File: config.mk
export PLATFORM = sky130hd
export DESIGN_NAME = imem_loader
export DESIGN_NICKNAME = d
export VERILOG_FILES = /design/src/rtl/imem_loader_pkg.sv /design/src/rtl/byte_word_assembler.sv /design/src/rtl/imem_loader.sv
export SDC_FILE = /design/constraint.sdc
export NUM_CORES = 1
export LEC_CHECK = 0
export ABC_AREA = 0
export BUFFER_PORTS_ARGS = -buffer_cell sky130_fd_sc_hd__clkbuf_2
export CORE_MARGIN = 1
export CORE_UTILIZATION = 45
export DETAILED_ROUTE_END_ITERATION = 6
export HOLD_SLACK_MARGIN = 0.03
export MAX_ROUTING_LAYER = met4
export PLACE_DENSITY = 0.72
export SETUP_SLACK_MARGIN = 0.02
export SYNTH_ARGS = -nofsm -noshare
export SYNTH_HDL_FRONTEND = slang
export SYNTH_HIERARCHICAL = 1
export SYNTH_SLANG_ARGS = --single-unit
File: constraint.sdc
create_clock -name CLK -period 5.05 [get_ports CLK]
set_input_delay 0.2525 -clock CLK [delete_from_list [all_inputs] [get_ports CLK]]
set_output_delay 0.2525 -clock CLK [all_outputs]
set_load 0.01 [all_outputs]
File: src/rtl/imem_loader_pkg.sv
// imem_loader_pkg: shared types and constants for the instruction-memory loader.
package imem_loader_pkg;

    localparam int HDR_BYTES      = 2;
    localparam int BYTES_PER_WORD = 4;
    localparam int INS_W          = 32;

    typedef enum logic [2:0] {
        IDLE,
        HDR0,
        HDR1,
        BYTE,
        WRITE,
        CHK,
        DONE
    } state_t;

endpackage

File: src/rtl/byte_word_assembler.sv
// byte_word_assembler: MSB-first 8-to-32 shift register with a 2-bit byte index.
// The completed word is captured separately so it stays stable while the next word shifts in.
module byte_word_assembler
    import imem_loader_pkg::*;
(
    input  logic             CLK,
    input  logic             RST,
    input  logic             clear,
    input  logic             shift_en,
    input  logic [7:0]       in_byte,
    output logic [INS_W-1:0] word,
    output logic             word_complete
);

    logic [1:0]       r_idx;
    logic [INS_W-9:0] r_sh;
    logic [INS_W-1:0] r_word;

    assign word_complete = shift_en && r_idx == 2'(BYTES_PER_WORD - 1);
    assign word          = r_word;

    always_ff @(posedge CLK or posedge RST) begin
        if (RST) begin
            r_idx  <= '0;
            r_sh   <= '0;
            r_word <= '0;
        end else if (clear) begin
            r_idx <= '0;
            r_sh  <= '0;
        end else if (shift_en) begin
            r_sh  <= {r_sh[INS_W-17:0], in_byte};
            r_idx <= r_idx + 2'd1;
            if (word_complete)
                r_word <= {r_sh, in_byte};
        end
    end

endmodule

File: src/rtl/imem_loader.sv
// imem_loader: byte-stream loader driving the IF instruction-memory write port (W_Ins/WE).
// Define IMEM_LOADER_CHECKSUM_EN to append and verify a trailing XOR checksum byte.
module imem_loader
    import imem_loader_pkg::*;
#(
    parameter int MAX_WORDS = 256,
    parameter int CNT_W     = 16
)
(
    input  logic             CLK,
    input  logic             RST,
    input  logic             start,
    input  logic [7:0]       in_data,
    input  logic             in_valid,
    output logic             in_ready,
    output logic [INS_W-1:0] W_Ins,
    output logic             WE,
    output logic             hold,
    output logic             done,
    output logic             err,
    output logic [CNT_W-1:0] words_written
);

`ifdef IMEM_LOADER_CHECKSUM_EN
    localparam state_t END_ST = CHK;
`else
    localparam state_t END_ST = DONE;
`endif

    state_t           r_state, w_next;
    logic             r_in_ready, r_we, r_hold, r_done, r_err;
    logic [CNT_W-1:0] r_cnt, r_ww, w_hdr_cnt;
    logic             w_xfer, w_start, w_shift, w_complete, w_ck_bad;
    logic             w_in_ready, w_we, w_hold, w_done;

    assign w_xfer    = in_valid && r_in_ready;
    assign w_start   = start && (r_state == IDLE || r_state == DONE);
    assign w_shift   = w_xfer && r_state == BYTE;
    assign w_hdr_cnt = r_cnt | CNT_W'(in_data);

    byte_word_assembler u_asm (
        .CLK           (CLK),
        .RST           (RST),
        .clear         (w_start),
        .shift_en      (w_shift),
        .in_byte       (in_data),
        .word          (W_Ins),
        .word_complete (w_complete)
    );

`ifdef IMEM_LOADER_CHECKSUM_EN
    logic [7:0] r_xor;

    always_ff @(posedge CLK or posedge RST) begin
        if (RST)
            r_xor <= '0;
        else if (w_start)
            r_xor <= '0;
        else if (w_xfer && r_state != CHK)
            r_xor <= r_xor ^ in_data;
    end

    assign w_ck_bad = w_xfer && r_state == CHK && in_data != r_xor;
`else
    assign w_ck_bad = 1'b0;
`endif

    always_ff @(posedge CLK or posedge RST) begin
        if (RST) begin
            r_state    <= IDLE;
            r_in_ready <= 1'b0;
            r_we       <= 1'b0;
            r_hold     <= 1'b0;
            r_done     <= 1'b0;
        end else begin
            r_state    <= w_next;
            r_in_ready <= w_in_ready;
            r_we       <= w_we;
            r_hold     <= w_hold;
            r_done     <= w_done;
        end
    end

    always_comb begin
        w_next = r_state;
        case (r_state)
            IDLE:  w_next = start ? HDR0 : IDLE;
            HDR0:  w_next = w_xfer ? HDR1 : HDR0;
            HDR1:
                if (w_xfer)
                    w_next = w_hdr_cnt == '0 ? END_ST :
                             w_hdr_cnt > CNT_W'(MAX_WORDS) ? DONE : BYTE;
            BYTE:  w_next = w_complete ? WRITE : BYTE;
            WRITE: w_next = r_ww + CNT_W'(1) == r_cnt ? END_ST : BYTE;
`ifdef IMEM_LOADER_CHECKSUM_EN
            CHK:   w_next = w_xfer ? DONE : CHK;
`endif
            DONE:  w_next = start ? HDR0 : DONE;
            default: w_next = IDLE;
        endcase
    end

    // Outputs are decoded from the next state so the registered copies line up with the state.
    always_comb begin
        w_in_ready = w_next inside {HDR0, HDR1, BYTE, CHK};
        w_we       = w_next == WRITE;
        w_hold     = !(w_next inside {IDLE, DONE});
        w_done     = w_next == DONE;
    end

    always_ff @(posedge CLK or posedge RST) begin
        if (RST) begin
            r_cnt <= '0;
            r_ww  <= '0;
            r_err <= 1'b0;
        end else if (w_start) begin
            r_cnt <= '0;
            r_ww  <= '0;
            r_err <= 1'b0;
        end else begin
            if (w_xfer && r_state == HDR0)
                r_cnt <= CNT_W'(in_data) << (8 * (HDR_BYTES - 1));
            if (w_xfer && r_state == HDR1) begin
                r_cnt <= w_hdr_cnt;
                if (w_hdr_cnt > CNT_W'(MAX_WORDS))
                    r_err <= 1'b1;
            end
            if (r_state == WRITE)
                r_ww <= r_ww + CNT_W'(1);
            if (w_ck_bad)
                r_err <= 1'b1;
        end
    end

    assign in_ready      = r_in_ready;
    assign WE            = r_we;
    assign hold          = r_hold;
    assign done          = r_done;
    assign err           = r_err;
    assign words_written = r_ww;

endmodule

After elaboration in Yosys (flattened, before gate mapping):

Index checks and enable logic that the tools add are counted.

* add/sub/neg operators: 2
* order comparisons: 1
* equality and inequality tests: 13
* muxes and demuxes: 21
* bitwise operators: 2
* reductions and logical operators: 20

Operator list (number)
* 16-bit 2-to-1 mux: 5
* 24-bit 2-to-1 mux: 2
* 3-bit 2-to-1 mux: 6
* 3-bit case mux with 6 select lines: 1
* 16-bit by 1-bit adder with 16-bit output (second input constant): 1
* 16-bit equality test: 1
* 16-bit by 9-bit > comparator with 1-bit output (second input constant): 1
* 16-bit zero test: 1
* 16-bit by 8-bit OR with 16-bit output: 1
* 3-bit equality test (second input constant): 5
* 3-bit by 2-bit equality test with 1-bit output (second input constant): 4
* 2-bit nonzero test: 5
* 3-bit by 1-bit equality test with 1-bit output (second input constant): 2
* 1-bit logical AND: 6
* 3-bit zero test: 2
* 2-bit 2-to-1 mux: 3
* 1-bit 2-to-1 mux: 4
* 4-bit nonzero test: 1
* 3-bit AND reduction: 1
* 3-bit nonzero test: 1
* 2-bit by 1-bit adder with 2-bit output (second input constant): 1
* 2-bit equality test (second input constant): 1
* 2-bit AND reduction: 1
* 1-bit zero test: 1
* other kinds (2): 2

* bits in registers: 98
* input port bits: 12
* logic and storage cells: 70

Logic depth before layout (Yosys ltp):

Gate-level depths: netlist of run 1.

* depth after elaboration: 9
* gate-level depth with buffers: 11
* depth with buffers taken out: 8

Hierarchy:

Netlist of run 1, hierarchy kept.

By module, submodules not included
* byte_word_assembler: instances 1, cells each 155, area an instance 2392.3 µm², seq. area each 1451.4 µm²
* imem_loader: instances 1, cells each 264, area an instance 2363.5 µm², seq. area each 1001.0 µm²

Least setup slack after synthesis of run 1:

No wires, ideal clock.

* path kind: reg-to-reg
* from: reg r_ww[0], in the netlist words_written[0]
* to: reg r_in_ready, in the netlist in_ready
* setup time: 0.126 ns
* arrival: 2.438 ns
* required time: 4.924 ns
* setup slack: 2.486 ns
* cell stages (with the launch flop): 9
* buffers on the path: 0
* period minus slack after synthesis: 2.564 ns
* cell sequence: dfrtp_1 > ha_1 > nand3_2 > or3_4 > a2111oi_4 > nor3_1 > or4_4 > nor3_4 > o31ai_1

* word-level cells in the longest chain between the ends: 6

RTL lines
* from (decl): line imem_loader.sv:32 `logic [CNT_W-1:0] r_cnt, r_ww, w_hdr_cnt;`
* from (signal assigned): line imem_loader.sv:129 `r_ww <= r_ww + CNT_W'(1);`
* 16-bit by 1-bit adder with 16-bit output (*): line imem_loader.sv:94 `WRITE: w_next = r_ww + CNT_W'(1) == r_cnt ? END_ST : BYTE;`
* 16-bit equality test (*): line imem_loader.sv:94
* 3-bit 2-to-1 mux (*): line imem_loader.sv:94
* 3-bit case mux with 6 select lines (*): line imem_loader.sv:86 `case (r_state)`
* 3-bit by 1-bit equality test with 1-bit output, or another cell as far along: line imem_loader.sv:105 `w_in_ready = w_next inside {HDR0, HDR1, BYTE, CHK};`
* 4-bit nonzero test (*): line imem_loader.sv:105
* net w_in_ready: line imem_loader.sv:34 `logic w_in_ready, w_we, w_hold, w_done;`
* to (signal assigned): line imem_loader.sv:77 `r_in_ready <= w_in_ready;`
* to (decl): line imem_loader.sv:31 `logic r_in_ready, r_we, r_hold, r_done, r_err;`

Mark *: on every way through the listed nets, which the timed path passes. The rest lies on a longest branch.
A chain may end at the register's enable or synchronous reset.

Worst setup path in the final report of run 1:

* from: reg r_state[1]
* to: reg u_asm.r_word[1], in the netlist u_asm/word[1]

RTL lines
* from (decl): line imem_loader.sv:30 `state_t r_state, w_next;`
* from (signal assigned): line imem_loader.sv:76 `r_state <= w_next;`
* 3-bit by 2-bit equality test with 1-bit output (*): line imem_loader.sv:38 `assign w_shift = w_xfer && r_state == BYTE;`
* 1-bit logical AND (*): line imem_loader.sv:38
* net w_shift: line imem_loader.sv:33 `logic w_xfer, w_start, w_shift, w_complete, w_ck_bad;`
* 1-bit logical AND: line byte_word_assembler.sv:19 `assign word_complete = shift_en && r_idx == 2'(BYTES_PER_WORD - 1);`
* 3-bit AND reduction (no line) (*)
* to (signal assigned): line byte_word_assembler.sv:34 `r_word <= {r_sh, in_byte};`
* to (decl): line byte_word_assembler.sv:17 `logic [INS_W-1:0] r_word;`

Marks and branches as above.

==> results.py, run 1 <==
metrics = {
    "timing": {
        "tightest_slew_ns": 1.198,
        "finClkSkew_ns": 0.007711,
        "finalSetupViolCount": 0,
        "fin_crit_ns": 2.961,
        "fin_crit_sh": 0.5864,
        "timing.fmax_mhz": 337.7,
        "drv_slew": 0,
        "final-hold-violation-count": 0,
        "rsz0062_at_grt": "false",
        "slew_headroom": 0.1952,
        "setup_tns_ns": 0,
    },
    "drt": {
        "postRouteAntennaNets": 0,
        "wl_per_cell_um": 15.92,
        "viasPerCell": 5.491,
        "drc_errors": 0,
        "dr.pass1.iters": 4,
        "wl_mm": 9.761,
        "via_count": 3366,
        "drt_iter0_markers": 219,
    },
    "clocking": {
        "post_cts_resized": 0,
        "h-tree-depth": 3,
        "clock-sinks": 98,
        "clk_pin_slew_ns": 0.10,
        "cts_buffers": 9,
        "cts_root_buf": "clkbuf_8",
        "clock_latency_ns": 0.37,
        "cts_buffer_depth": 2,
        "tritoncts": "yes",
    },
    "finish": {
        "fin_nets": 486,
        "drive_gt1_frac": 0.2662,
        "fin_area_um2": 5354,
        "antennaDiodeCount": 0,
        "area_growth_pct": 12.58,
    },
    "synthesis": {
        "netlist_area_um2": 4756,
        "async_flop_share": 1.000,
        "yosysWarnings": 6,
        "synth_cells": 419,
        "ys_ff_latch": 98,
        "synth_common_cells": "dfrtp_1, nor2_1, mux2_4, mux2i_1, o21ai_0",
        "yosysTopAreaCell": "dfrtp_1",
        "yosysMostFrequentCell": "dfrtp_1",
        "syn_area_per_cell_um2": 11.35,
        "synth.top_cell.area_share": 0.5157,
        "yosysUniqueCellTypes": 48,
        "ys.flop_type": "dfrtp_1",
        "synth.area.top_cells": "dfrtp_1, mux2_4, mux2i_1",
        "synth_edf_count": 0,
        "synth-seq-area-share": 0.5157,
        "synth_nets": 433,
    },
    "worst_setup_path": {
        "crit_arrival_ns": 3.22,
        "path_max_fanout": 32,
        "rrSetupSlack_ns": 2.09,
        "crit_type": "reg -> reg",
        "r2r_cells": 4,
        "r2r-end": "u_asm/word[1]",
        "r2r-start": "r_state[1]",
        "cp-end-kind": "register",
        "startpoint": "r_state[1]",
        "setup.worst_path.start_class": "register",
        "endpoint": "u_asm/word[1]",
        "worstPathRequired_ns": 5.31,
    },
    "global_route": {
        "antenna_found_initial": 0,
        "grt_pass1_vias": 3328,
        "grt_max_degree": 59,
        "grt_pass1_wl_mm": 16.27,
        "grt_usage": 0.1909,
        "grt_overflow_total": 0,
    },
    "min_path": {
        "hold_class": "in -> reg",
    },
    "placed_design": {
        "dpl_cell_area_um2": 5120,
        "io_buffer_count": 64,
        "place_hpwl_mm": 6.706,
        "place_congestion": 0.8917,
    },
    "pwr": {
        "power_density_nw_per_um2": 508.4,
        "ir_drop_v": 0.0001969,
        "p_leak_uw": 0.002657,
    },
    "floorplanning": {
        "initial_core_util": 0.4627,
        "fp-row-count": 37,
        "io_pins": 65,
        "die-area_um2": 10980,
        "core_area_um2": 10280,
        "die_w_um": 104.8,
        "die_y_um": 104.8,
    },
    "run_status": {
        "status": "finished, final reports clean",
    },
    "run": {
        "cap_violations": 0,
    },
}
[cells by family after synthesis]
family,after synthesis,synth area share
compound gates,69,0.09445
buf+inv,31,0.03788
mux,57,0.1521
fa+ha+maj,2,0.005261
xor+xnor,30,0.05525
simple gates,132,0.1394
flops,98,0.5157
[layout make-up]
cell class | instances | area, um^2
Sequential cell | 98 | 2452
Clock buffer | 10 | 127.6
Clock inverter | 6 | 96.34
Tap cell | 136 | 170.2
Inverter | 5 | 18.77
Timing Repair Buffer | 68 | 352.8
Fill cell | 895 | 4923
Multi-Input combinational cell | 290 | 2136
[cell usage in the layout (no fill, tap or decap), types with 2 or more instances in the layout]
master     Yosys  final
o31ai_1        6      6
mux2_2         2      2
and2_1         3      3
mux2i_1       25     25
o21ai_0       23     23
dfrtp_1       98     98
xnor2_1       19     19
a21oi_1       17     17
a31oi_1        3      3
nor3_1         6      6
a211oi_1       3      3
or2_2          2      2
nor4_1         7      7
bufinv_16      0      2
buf_4          6      3
inv_1          5      4
mux2_4        30     30
inv_6          0      2
a22o_1         9      9
or3_1          2      2
xor2_1        11     11
nand2_1       22     22
clkbuf_2       0     64
nand3_1       11     11
and3_1         5      5
ha_1           2      2
and4_1         2      2
nand2b_1       3      3
clkbuf_8       0      9
nand4_1        6      6
nor2_1        54     53
[flip-flops by register name (all words and copies together) (netlist names), 2 cells and up]
name	cells
r_state	3
u_asm/r_sh	24
words_written	16
r_cnt	16
u_asm/word	32
u_asm/r_idx	2
[through the flow]
| stage | worst slack [ns] | power, uW | hold WS (ns) | std cells | utilization |
|---|---|---|---|---|---|
| 2_1_floorplan | 2.486 | 1905 | 0.3924 | 419 | - |
| 3_3_place_gp | 2.205 | 2126 | 0.4026 | 596 | 0.4982 |
| 3_5_place_dp | 2.109 | 2165 | 0.4114 | 596 | 0.4982 |
| 4_1_cts | 2.098 | 2742 | 0.2025 | 613 | 0.5209 |
| 5_1_grt | 1.896 | 2899 | 0.2032 | 613 | 0.5209 |
| 6_report | 2.089 | 2722 | 0.2199 | 613 | 0.5209 |
[repair_timing]
action | in CTS | in global routing
endpoints found under the hold margin | 40 | 0
hold buffers | 1 | 0
buffers inserted | 0 | 0
[where the power goes]
part / internal (uW) / switching [uW] / total (uW)
clock network: 286 / 285 / 571
registers: 1020 / 240 / 1260
logic: 430 / 459 / 890
total: 1740 / 984 / 2720
[worst min path at each step]
stage               slack [ns]             to        from  depth (start not counted)
finish                    0.22      r_cnt[12]  in_data[4]                          2
global route              0.20  u_asm/word[0]  in_data[0]                          2
CTS                       0.20      r_cnt[15]  in_data[7]                          2
detailed placement        0.41             WE         RST                          3
global placement          0.40             WE         RST                          3
floorplan                 0.39      r_cnt[14]  in_data[6]                          1
[metal layers]
metal	track usage	part of all wire	routed length, um
met1	0.2500	0.46	4463
met2	0.2876	0.48	4682
met3	0.03431	0.042	409
met4	0.09256	0.021	206
met5	-	0	0
[critical path, stage by stage, from the launching register on]
cell,delay (ns)
dfrtp_1,0.56
nand3_1,0.21
nor2_4,0.82
nand3b_4,0.73
mux2_4,0.51
(Power assumes the default switching activity.)
==> inputs of run 2 (changes only) <==
Clock period 5.05 ns to 2.9 ns, I/O delays scaled along.
==> results.py, run 2 (synthesized netlist as in run 1, its figures left out) <==
metrics = {
    "finish": {
        "fin_nets": 491,
        "layout_commonest_cell": "dfrtp_1",
        "seqCellArea_um2": 2452,
        "final_cell_mix": "dfrtp_1, clkbuf_2, nor2_1",
        "antennaDiodeCount": 0,
        "drive_gt1_frac": 0.2759,
        "multiInputGateArea_um2": 2136,
        "n_fill_cell": 915,
        "largest_reg_flops": 32,
        "area_growth_pct": 13.05,
    },
    "placed_design": {
        "dp_slack_ns": 0.2285,
        "place_congestion": 0.8494,
        "place_hpwl_mm": 7.039,
        "io_buffer_count": 64,
    },
    "worst_setup_path": {
        "path_delay_family": "simple AND/OR/NAND/NOR gates",
        "crit_arrival_ns": 2.96,
        "worstPathRequired_ns": 3.15,
        "slowest_delay_ns": 0.56,
        "crit_type": "reg -> reg",
        "worstPathCellList": "ha_1 -> nand3_2 -> or3_4 -> a2111oi_4 -> nor3_1 -> or4_4 -> nor3_4 -> o31ai_1",
        "slowest_stage": "or4_4",
        "path_max_fanout": 6,
        "cp-end-kind": "register",
        "cp_num_buf_inv": 0,
        "setup.worst_path.start_class": "register",
    },
    "drt": {
        "viasPerCell": 5.451,
        "drt_iter0_markers": 150,
        "wl_mm": 10.23,
        "wl_per_cell_um": 16.55,
        "dr.pass1.iters": 5,
        "postRouteAntennaNets": 0,
        "drc_errors": 0,
        "via_count": 3369,
    },
    "global_route": {
        "grt_pass1_wl_mm": 16.70,
        "grt_pass1_vias": 3279,
        "antenna_found_initial": 0,
        "grt_max_degree": 41,
        "grt_overflow_total": 0,
        "grt_usage": 0.2003,
    },
    "floorplanning": {
        "io_pins": 65,
        "initial_core_util": 0.4627,
        "die_w_um": 104.8,
        "die_y_um": 104.8,
        "core_area_um2": 10280,
        "fp-row-count": 37,
        "die-area_um2": 10980,
    },
    "clocking": {
        "clk_pin_slew_ns": 0.10,
        "post_cts_resized": 0,
        "clock-sinks": 98,
        "clock_latency_ns": 0.37,
        "h-tree-depth": 3,
        "tritoncts": "yes",
        "postCtsSetupBuffers": 0,
        "cts_buffer_depth": 2,
        "cts_buffers": 9,
        "cts_root_buf": "clkbuf_8",
    },
    "timing": {
        "finalSetupViolCount": 0,
        "finClkSkew_ns": 0.01464,
        "final-hold-violation-count": 0,
        "setup_tns_ns": 0,
        "setup_slack_ns": 0.1934,
        "tightest_slew_ns": 0.6725,
        "fin_crit_sh": 0.9333,
        "fin_crit_ns": 2.707,
        "rsz0062_at_grt": "false",
        "drv_slew": 0,
        "slew_headroom": 0.5500,
        "timing.fmax_mhz": 369.5,
    },
    "run": {
        "cap_violations": 0,
    },
    "pwr": {
        "ir_drop_v": 0.0003740,
        "p_leak_uw": 0.002680,
        "power_density_nw_per_um2": 878.2,
    },
    "min_path": {
        "hold_class": "in -> reg",
    },
    "run_status": {
        "status": "finished, final reports clean",
    },
}
run 2: per-layer routing:
layer | vias to the layer above | wire length, um | track usage
met5 | - | 0 | -
met4 | 0 | 123 | 0.06439
met3 | 11 | 400 | 0.04180
met2 | 77 | 5054 | 0.3127
met1 | 1696 | 4646 | 0.2624
li1 | 1585 | - | -
run 2: through the flow:
stage / power, uW / std cells / hold slack [ns] / area (um^2) / utilization
2_1_floorplan: 3318 / 419 / 0.2849 / 4756 / -
3_3_place_gp: 3737 / 601 / 0.2546 / 5157 / 0.5018
3_5_place_dp: 3819 / 601 / 0.2665 / 5157 / 0.5018
4_1_cts: 4759 / 618 / 0.08250 / 5376 / 0.5231
5_1_grt: 5029 / 618 / 0.09059 / 5376 / 0.5231
6_report: 4722 / 618 / 0.1028 / 5376 / 0.5231
run 2: power breakdown:
| part | internal (uW) | switching, uW | leakage, uW |
|---|---|---|---|
| sequential | 1780 | 408 | 0.00132 |
| clock | 433 | 497 | 0.000105 |
| combinational | 769 | 836 | 0.00126 |
| total | 2980 | 1740 | 0.00268 |
run 2: timing repair:
action / in CTS / in global routing
endpoints found under the setup margin: 0 / 0
hold buffers: 1 / 0
hold endpoints to repair: 70 / 0
run 2: final timing paths:
path                             endpoint  cells after the start        startpoint  slack [ns]
min in group asynchronous   u_asm/word[5]                      3               RST        0.40
min reg2reg                u_asm/word[28]                      1    u_asm/word[28]        0.52
max reg2reg                      in_ready                      8  words_written[1]        0.19
max                              in_ready                      8  words_written[1]        0.19
max in group asynchronous   u_asm/word[2]                      4               RST        1.69
min                              r_cnt[8]                      2        in_data[0]        0.10
run 2: layout make-up:
type | instances | area share
sequential | 98 | 0.4561
multi-input combinational | 290 | 0.3973
timing repair buffer | 73 | 0.07261
tap | 136 | 0.03165
clock buffer | 10 | 0.02560
clock inverter | 6 | 0.01327
inverter | 5 | 0.003491
==> inputs of run 3 (changes only) <==
Settings changed: REMOVE_ABC_BUFFERS set to 1.
==> results.py, run 3 (synthesized netlist as in run 1, its figures left out) <==
metrics = {
    "run_status": {
        "status": "finished, final reports clean",
    },
    "drt": {
        "viasPerCell": 5.379,
        "via_count": 3324,
        "top_signal_layer_used": "met4",
        "dr.pass1.iters": 5,
        "drc_errors": 0,
        "wl_mm": 9.871,
        "wl_per_cell_um": 15.97,
        "drt_iter0_markers": 198,
        "wl_met2_mm": 4.892,
        "wl_met3_um": 307,
        "route.layer.met1.wl_mm": 4.473,
        "postRouteAntennaNets": 0,
    },
    "placed_design": {
        "place_hpwl_mm": 6.955,
        "place_congestion": 0.8694,
        "io_buffer_count": 64,
        "dpl_cell_area_um2": 5165,
        "dp_slack_ns": 0.2738,
    },
    "floorplanning": {
        "die-area_um2": 10980,
        "io_pins": 65,
        "fp-row-count": 37,
        "initial_core_util": 0.4627,
        "die_y_um": 104.8,
        "core_area_um2": 10280,
        "die_w_um": 104.8,
    },
    "finish": {
        "final_cell_mix": "dfrtp_1, clkbuf_2, nor2_1",
        "fin_nets": 492,
        "drive_gt1_frac": 0.2759,
        "fin_area_um2": 5350,
        "largest_reg_flops": 32,
        "antennaDiodeCount": 0,
        "post-route-util": 0.5206,
        "layout_commonest_cell": "dfrtp_1",
        "area_growth_pct": 12.50,
    },
    "timing": {
        "slew_headroom": 0.5163,
        "tightest_slew_ns": 0.7244,
        "fin_crit_sh": 0.9121,
        "setup_tns_ns": 0,
        "setup_slack_ns": 0.2549,
        "fin_crit_ns": 2.645,
        "finClkSkew_ns": 0.007323,
        "drv_slew": 0,
        "rsz0062_at_grt": "false",
        "final-hold-violation-count": 0,
        "timing.fmax_mhz": 378.1,
        "finalSetupViolCount": 0,
    },
    "pwr": {
        "p_seq_frac": 0.474,
        "p_int_uw": 2867,
        "power_density_nw_per_um2": 855.7,
        "p_comb_frac": 0.350,
        "p_leak_uw": 0.002660,
        "switchingPower_uw": 1711,
        "pwr-share-clk": 0.176,
        "ir_drop_v": 0.0003862,
        "swShare": 0.3737,
    },
    "clocking": {
        "cts_buffer_depth": 2,
        "cts_root_buf": "clkbuf_8",
        "clk_pin_slew_ns": 0.09,
        "tritoncts": "yes",
        "postCtsSetupBuffers": 0,
        "hold_buffers": 1,
        "h-tree-depth": 3,
        "post_cts_resized": 0,
        "cts_buffers": 9,
        "clock-sinks": 98,
        "clock_latency_ns": 0.37,
    },
    "worst_setup_path": {
        "crit_arrival_ns": 2.89,
        "cp-end-kind": "register",
        "setup.worst_path.start_class": "register",
        "r2r_cells": 8,
        "path_max_fanout": 6,
        "r2r-end": "in_ready",
        "crit_type": "reg -> reg",
        "rrSetupSlack_ns": 0.25,
        "r2r-start": "words_written[1]",
        "worstPathRequired_ns": 3.15,
    },
    "min_path": {
        "hold_path_startpoint": "in_data[5]",
        "holdPathStages": 2,
        "holdPathEnd": "r_cnt[13]",
        "hold_class": "in -> reg",
    },
    "global_route": {
        "grt_pass1_vias": 3256,
        "grt_max_degree": 41,
        "grt_usage": 0.1967,
        "antenna_found_initial": 0,
        "grt_pass1_wl_mm": 16.55,
        "grt_overflow_total": 0,
    },
    "run": {
        "cap_violations": 0,
    },
}
==> run 3: worst max path at each step <==
stage / startpoint / endpoint / slack, ns
final: words_written[1] / in_ready / 0.25
after global placement: words_written[1] / in_ready / 0.36
after CTS: words_written[1] / in_ready / 0.26
after global routing: words_written[1] / in_ready / 0.11
after detailed placement: words_written[1] / in_ready / 0.27
after floorplan: r_state[1] / u_asm/word[8] / -1.07
==> run 3: power groups by stage <==
stage                     clock network (uW)  logic (uW)  registers, uW
after detailed placement                   0        1610           2190
final                                    805        1600           2170
after global routing                     883        1770           2230
after global placement                     0        1560           2170
after floorplan                            0        1110           2170
after CTS                                834        1620           2170
==> run 3: through the flow <==
step	cells	hold slack (ns)	power (uW)
2_1_floorplan	393	0.2849	3271
3_3_place_gp	602	0.2924	3732
5_1_grt	618	0.09993	4885
3_5_place_dp	602	0.3000	3805
4_1_cts	618	0.08012	4625
6_report	618	0.1019	4578
==> run 3: worst max-delay path, stage by stage, from the launching register on <==
cell and delay [ns]:
dfrtp_1 0.44, ha_1 0.28, nand3_2 0.14, or3_4 0.43, a2111oi_4 0.27, nor3_1 0.09
or4_4 0.56, nor3_4 0.23, o31ai_1 0.10
==> run 3: final cells by class <==
class	instances	area, um^2
clock buffer	9	123.9
clock inverter	6	51.30
fill	897	4927
inverter	5	18.77
multi-input combinational	290	2136
sequential	98	2452
tap	136	170.2
timing repair buffer	74	397.9
==> run 3: routing by layer <==
metal | global-route usage | vias up
li1 | - | 1590
met1 | 0.2586 | 1646
met2 | 0.3070 | 72
met3 | 0.02558 | 16
met4 | 0.08652 | 0
met5 | - | -
